### src/rtl/stopwatch_pkg.sv
// Shared types and defaults for the stopwatch button front end.
package stopwatch_pkg;

  localparam int N_DEFAULT = 20;

  typedef enum logic [1:0] {
    ZERO  = 2'b00,
    WAIT1 = 2'b01,
    ONE   = 2'b10,
    WAIT0 = 2'b11
  } db_state_e;

  // Debounced level is high while settled high or while confirming a release.
  function automatic logic db_is_high(input db_state_e s);
    return (s == ONE) || (s == WAIT0);
  endfunction

endpackage

### src/rtl/debounce.sv
// One button channel: 2-FF synchroniser, debounce FSM with N-bit down-counter,
// and a registered one-cycle rise tick.
//
// state | meaning
// ZERO  | settled low
// WAIT1 | input high, counting down the stable window before accepting
// ONE   | settled high
// WAIT0 | input low, counting down the stable window before releasing
module debounce
  import stopwatch_pkg::*;
#(
  parameter int N = N_DEFAULT
) (
  input  logic clk,
  input  logic reset_n,
  input  logic sw,
  output logic db_level,
  output logic db_tick
);

  logic          sync1_q;
  logic          sync2_q;
  db_state_e     state_q;
  db_state_e     state_d;
  logic [N-1:0]  cnt_q;
  logic [N-1:0]  cnt_d;
  logic          tick_q;
  logic          tick_d;

  always_ff @(posedge clk or negedge reset_n) begin
    if (!reset_n) begin
      sync1_q <= 1'b0;
      sync2_q <= 1'b0;
      state_q <= ZERO;
      cnt_q   <= '0;
      tick_q  <= 1'b0;
    end else begin
      sync1_q <= sw;
      sync2_q <= sync1_q;
      state_q <= state_d;
      cnt_q   <= cnt_d;
      tick_q  <= tick_d;
    end
  end

  always_comb begin
    state_d = state_q;
    cnt_d   = cnt_q;
    tick_d  = 1'b0;
    case (state_q)
      ZERO: begin
        if (sync2_q) begin
          state_d = WAIT1;
          cnt_d   = '1;
        end
      end
      WAIT1: begin
        if (!sync2_q) begin
          state_d = ZERO;
        end else if (cnt_q != '0) begin
          cnt_d = cnt_q - N'(1);
        end else begin
          state_d = ONE;
          tick_d  = 1'b1;
        end
      end
      ONE: begin
        if (!sync2_q) begin
          state_d = WAIT0;
          cnt_d   = '1;
        end
      end
      WAIT0: begin
        if (sync2_q) begin
          state_d = ONE;
        end else if (cnt_q != '0) begin
          cnt_d = cnt_q - N'(1);
        end else begin
          state_d = ZERO;
        end
      end
    endcase
  end

  assign db_level = db_is_high(state_q);
  assign db_tick  = tick_q;

endmodule

### src/rtl/stopwatch_btn_ctrl.sv
// Conditions the go/back/clear buttons into stopwatch control levels and a
// one-cycle clear pulse.
module stopwatch_btn_ctrl
  import stopwatch_pkg::*;
#(
  parameter int N = N_DEFAULT
) (
  input  logic clk,
  input  logic reset_n,
  input  logic btn_go,
  input  logic btn_back,
  input  logic btn_clr,
  output logic go,
  output logic back,
  output logic clr,
  output logic db_go,
  output logic db_back,
  output logic db_clr
);

  logic go_tick;
  logic back_tick;
  logic clr_tick;
  logic go_q;
  logic go_d;
  logic back_q;
  logic back_d;
  logic clr_q;
  logic clr_d;

  debounce #(.N(N)) u_db_go (
    .clk      (clk),
    .reset_n  (reset_n),
    .sw       (btn_go),
    .db_level (db_go),
    .db_tick  (go_tick)
  );

  debounce #(.N(N)) u_db_back (
    .clk      (clk),
    .reset_n  (reset_n),
    .sw       (btn_back),
    .db_level (db_back),
    .db_tick  (back_tick)
  );

  debounce #(.N(N)) u_db_clr (
    .clk      (clk),
    .reset_n  (reset_n),
    .sw       (btn_clr),
    .db_level (db_clr),
    .db_tick  (clr_tick)
  );

  // Clear wins over any simultaneous go/back press.
  always_comb begin
    clr_d  = clr_tick;
    go_d   = go_q ^ go_tick;
    back_d = back_q ^ back_tick;
    if (clr_tick) begin
      go_d   = 1'b0;
      back_d = 1'b0;
    end
  end

  always_ff @(posedge clk or negedge reset_n) begin
    if (!reset_n) begin
      go_q   <= 1'b0;
      back_q <= 1'b0;
      clr_q  <= 1'b0;
    end else begin
      go_q   <= go_d;
      back_q <= back_d;
      clr_q  <= clr_d;
    end
  end

  assign go   = go_q;
  assign back = back_q;
  assign clr  = clr_q;

endmodule

### config.mk
export PLATFORM = sky130hd
export DESIGN_NAME = stopwatch_btn_ctrl
export DESIGN_NICKNAME = d
export VERILOG_FILES = /design/src/rtl/stopwatch_pkg.sv /design/src/rtl/debounce.sv /design/src/rtl/stopwatch_btn_ctrl.sv
export SDC_FILE = /design/constraint.sdc
export NUM_CORES = 1
export LEC_CHECK = 0
export ABC_AREA = 0
export CORE_ASPECT_RATIO = 1.2
export CORE_MARGIN = 2
export CORE_UTILIZATION = 25
export DETAILED_ROUTE_END_ITERATION = 8
export HOLD_SLACK_MARGIN = 0.1
export PLACE_DENSITY_LB_ADDON = 0.08
export SETUP_SLACK_MARGIN = 0.4
export SYNTH_ARGS = -nofsm -noshare
export SYNTH_HDL_FRONTEND = slang
export SYNTH_SLANG_ARGS = --single-unit
### constraint.sdc
create_clock -name clk -period 2.8 [get_ports clk]
set_input_delay 0.28 -clock clk [delete_from_list [all_inputs] [get_ports clk]]
set_output_delay 0.28 -clock clk [all_outputs]
set_load 0.005 [all_outputs]
-- After elaboration in Yosys (flattened, before gate mapping)
Index checks and enable logic that the tools add are counted.
- logic and storage cells: 115
- input port bits: 5
- output and inout port bits: 6
- bits in registers: 78
- add/subtract/negate cells: 3
- equal/unequal tests: 27
- reductions and logical operators: 15
- mux-type cells: 50
- bitwise gates (word level): 2
- operator list (cell ; count):
    two-way mux 20 bit ; 15
    case mux 20 bit (4 select lines) ; 3
    nonzero test 20 bit ; 3
    subtractor 20 x 1 -> 20 bit (second input constant) ; 3
    two-way mux 2 bit ; 18
    case mux 2 bit (4 select lines) ; 3
    AND reduction 4 bit ; 6
    equality test 2 bit (second input constant) ; 6
    inequality test 2 x 1 -> 1 bit (second input constant) ; 6
    inequality test 2 bit (second input constant) ; 6
    two-way mux 1 bit ; 11
    inequality test 3 x 2 -> 1 bit (second input constant) ; 3
    inequality test 3 bit (second input constant) ; 3
    equality test 2 x 1 -> 1 bit (second input constant) ; 3
    logical NOT 2 bit ; 3
    logical OR 1 bit ; 3
    XOR 1 bit ; 2

-- Logic depth before layout (Yosys ltp)
- word-level depth: 4
- mapped depth: 9

-- Modules after synthesis
A second synthesis with hierarchy kept.
- cell total of the unflattened synthesis: 430
- area, all modules: 4388.0 um^2
- modules (own cells, without submodules) (module ; instances ; area each (um^2) ; cells each):
    debounce (u_db_back ...) ; 2 ; 1425.1 ; 140
    debounce (u_db_go) ; 1 ; 1437.6 ; 143
    stopwatch_btn_ctrl ; 1 ; 100.1 ; 7

-- Least setup slack after synthesis
Ideal clock, no wire load.
- path kind: register -> register
- from: register u_db_go.cnt_q[16]
- to: register u_db_go.cnt_q[5]
- setup slack: 0.716 ns
- library setup time: 0.132 ns
- arrival: 1.952 ns
- path buffers: 0
- stages on the path, launching flop included: 6
- required time: 2.668 ns
- cells stage by stage: dfrtp_1 or3_4 or3_4 nor4_4 nor3_1 or3b_1
- longest elaborated chain between the ends: 4
- ends and longest elaborated chain (item ; RTL line ; RTL):
    from (decl) ; debounce.sv:25 ; logic [N-1:0] cnt_q;
    from (signal assigned) ; debounce.sv:41 ; cnt_q <= cnt_d;
    nonzero test 20 bit * ; debounce.sv:60, debounce.sv:76 ;
    two-way mux 20 bit * ; n/a ;
    two-way mux 20 bit (on tied branches) ; n/a ;
    case mux 20 bit (4 select lines) * ; n/a ;
Mark *: on every way between the ends. The rest lies on a longest branch, timed or not. The select of a mux whose other input is x is not followed.
A chain may end at the register's enable or synchronous reset.

-- Worst setup path after layout
- from: register u_db_clr.cnt_q[1]
- to: register u_db_clr.cnt_q[17]
- longest elaborated chain between the ends: 4
- ends and longest elaborated chain (item ; RTL line ; RTL):
    from (decl) ; debounce.sv:25 ;
    from (signal assigned) ; debounce.sv:41 ;
    subtractor 20 x 1 -> 20 bit / nonzero test 20 bit (equally long branches) ; n/a ;
    two-way mux 20 bit * ; debounce.sv:60, debounce.sv:76 ;
    two-way mux 20 bit (on tied branches) ; debounce.sv:74, debounce.sv:58 ;
    case mux 20 bit (4 select lines) * ; debounce.sv:50 ; case (state_q)
Marked as above.

==> flow_summary.json <==
{
  "status": "finished clean",
  "ys_seq_area_share_pct": 46.0,
  "core_um2": 16700,
  "cts_buffer_depth": 2,
  "yosys_warnings": 0,
  "leakagePower_nw": 1.80,
  "report.final.slew_viol_count": 0,
  "viasPerCell": 5.06,
  "async_reset_ff_share_pct": 100,
  "pwr-share-clk_pct": 43.4,
  "p_sw_share_pct": 27.4,
  "place.port_buffers": 10,
  "syn_area_um2": 4250,
  "wl_per_cell_um": 15.5,
  "cts.sinks": 78,
  "synth_top_family_by_area": "simple AND/OR/NAND/NOR gates",
  "min_period_ns": 2.30,
  "switchingPower_mw": 0.773,
  "vias": 3508,
  "synth.top_cell.area_share_pct": 46.0,
  "root_buffer": "clkbuf_16",
  "antenna_found_initial": 0,
  "drc": 0,
  "start_util_pct": 25.4,
  "grt_pass1_vias": 3463,
  "total_power_mw": 2.82,
  "path_max_fanout": 11,
  "synthToLayoutAreaGrowth_pct": 17.9,
  "avgSynthCellArea_um2": 9.31,
  "multi_input_area_um2": 2200,
  "p_int_mw": 2.05,
  "seq_area_um2": 1950,
  "cpLargestDelayFamily": "simple AND/OR/NAND/NOR gates",
  "synth_adder_area_share_pct": 1.77,
  "htree_levels": 3,
  "synth.distinct_cells": 57,
  "netlist_instances": 456,
  "ir_worst_vdd_mv": 0.251,
  "period_share_pct": 82.1,
  "finalHoldViolCount": 0,
  "max_cap_violations": 0,
  "ys_seq_elements": 78,
  "dp_hpwl_um": 7200,
  "io_pins": 11,
  "crit_buf_inv": 1,
  "grt.overflow.total": 0,
  "rsz0062_at_grt": "no",
  "synth_area_leaders": "dfrtp_1 46%, nor2_1 3.8%, nand3_1 3.7%",
  "synth_edf_count": 0,
  "rows": 52,
  "clkTransAtPathRegs_ns": 0.07,
  "synthMuxAreaShare_pct": 1.92,
  "synth-compound-area-share_pct": 15.3,
  "cts-buffers-inserted": 9,
  "totalWireLength_um": 10700,
  "comb_power_share_pct": 9.7,
  "seqPwrFrac_pct": 46.9,
  "grtUsageTotal_pct": 12.9,
  "synth_most_common_cell": "dfrtp_1",
  "ant_nets": 0,
  "nFillCells": 1731,
  "dieArea_um2": 18000,
  "grt_max_degree": 42,
  "max_freq_ghz": 0.435,
  "fin_tns_setup_ns": 0,
  "layout.nets": 483,
  "slowest_stage": "a2111o_1",
  "p_per_area_nw_per_um2": 563,
  "place_congestion": 0.758,
  "die_h_um": 147,
  "path_cells": "inv_1 -> ha_1 -> nor2b_1 -> and4_2 -> a2111o_1 -> or3_1 -> o31a_1",
  "hold_path_class": "flop to flop",
  "synth-xor-area-share_pct": 2.27,
  "finalNonFillerCells": 693,
  "critical_path_class": "flop to flop",
  "synth-simple-area-share_pct": 29.6,
  "yosys.area.top_type": "dfrtp_1",
  "cpPeakStageDelay_ns": 0.44,
  "setup_violations": 0,
  "clock_skew_ns": 0.00723,
  "dp_cells": 670,
  "worst_pin_slew_ns": 0.601,
  "clock_latency_ns": 0.35,
  "arrival_ns": 2.53,
  "max-slew-margin-rel_pct": 59.9,
  "ys_top_cells_by_count": "78 x dfrtp_1, 43 x nor2_1, 39 x nand2_1, 31 x nand3_1, 22 x a21oi_1",
  "synth-main-ff-cell": "dfrtp_1",
  "diodes": 0,
  "grt_pass1_wl_um": 18100,
  "layout-drive-gt1-share_pct": 13.0,
  "first_pass_iters": 4,
  "die_w_um": 123,
  "endpoint_kind": "flop",
  "startpoint_type": "flop",
  "cts_tree": "done",
  "dpl_cell_area_um2": 4620,
  "stdcell_area_um2": 5010,
  "initialDrtViolationCount": 290,
  "worstPathRequired_ns": 3.03,
  "syn-num-nets": 467
}
[cells in the final DEF (no fill, tap or decap), types with 10 or more instances in the layout]
master,Yosys,layout
dfrtp_1,78,78
nor2_1,43,42
nand2_1,39,39
nand3_1,31,31
a21oi_1,22,22
o21ai_0,21,21
nor3_1,19,19
buf_4,0,15
nand4_1,14,14
inv_1,13,13
and3_1,13,12
nor4_1,11,10
[flip-flops by register name, indices dropped and copies added (netlist names), named ones only]
name	flops
u_db_clr.sync1_q	1
u_db_clr.cnt_q	20
u_db_go.sync1_q	1
u_db_go.state_q	1
u_db_back.sync2_q	1
u_db_clr.sync2_q	1
clr	1
back	1
u_db_back.state_q	1
u_db_back.db_tick	1
u_db_go.cnt_q	20
u_db_back.cnt_q	20
u_db_back.sync1_q	1
go	1
u_db_clr.db_tick	1
u_db_go.sync2_q	1
u_db_clr.state_q	1
u_db_go.db_tick	1
[stage by stage]
step / setup WS [ns] / util (%) / hold WS (ns)
2_1_floorplan: 0.716 / - / -0.0156
6_report: 0.500 / 30.0 / 0.356
5_1_grt: 0.406 / 30.0 / 0.355
3_5_place_dp: 0.324 / 27.6 / 0.336
4_1_cts: 0.396 / 29.6 / 0.347
3_3_place_gp: 0.401 / 27.6 / 0.333
[power groups by stage]
stage	logic, mW	registers [mW]	clock network (mW)
after global routing	0.314	1.34	1.33
after floorplan	0.192	1.31	0
final	0.273	1.32	1.23
after detailed placement	0.268	1.34	0
after global placement	0.264	1.34	0
after CTS	0.270	1.32	1.28
[kinds of logic after synthesis]
family,count (synthesis)
buf+inv,34
flops,78
fa+ha+maj,6
compound gates,94
simple gates,225
xor+xnor,11
mux,8
[final cells by class]
class	count	area share, %
Clock buffer	10	4.77
Clock inverter	6	1.37
Inverter	13	0.974
Multi-Input combinational cell	344	43.9
Sequential cell	78	39.0
Tap cell	216	5.40
Timing Repair Buffer	26	4.65
[path summary, 6_finish.rpt]
path	cells after the start	start	slack (ns)	end
min in group asynchronous	2	reset_n	0.49	u_db_back.cnt_q[5]
worst min-delay path	0	u_db_back.sync1_q	0.36	u_db_back.sync2_q
worst min register to register	0	u_db_back.sync1_q	0.36	u_db_back.sync2_q
max in group asynchronous	3	reset_n	1.69	u_db_clr.cnt_q[1]
worst max-delay path	7	u_db_clr.cnt_q[1]	0.50	u_db_clr.cnt_q[17]
worst max register to register	7	u_db_clr.cnt_q[1]	0.50	u_db_clr.cnt_q[17]
[routing by layer]
metal	global-route usage (%)	vias up	wire length [um]
met5	0	-	0
met4	5.91	0	180
met3	2.25	12	225
met2	20.7	44	5170
met1	16.7	1707	5150
li1	-	1745	-
[what timing repair did]
action | in CTS | in global routing
pin swaps | 0 | 3
hold buffers | 1 | 0
setup buffers | 0 | 6
endpoints found under the setup margin | 5 | 16
resized for setup | 1 | 6
cloned | 0 | 0
endpoints found under the hold margin | 40 | 0
(Power assumes the default switching activity.)
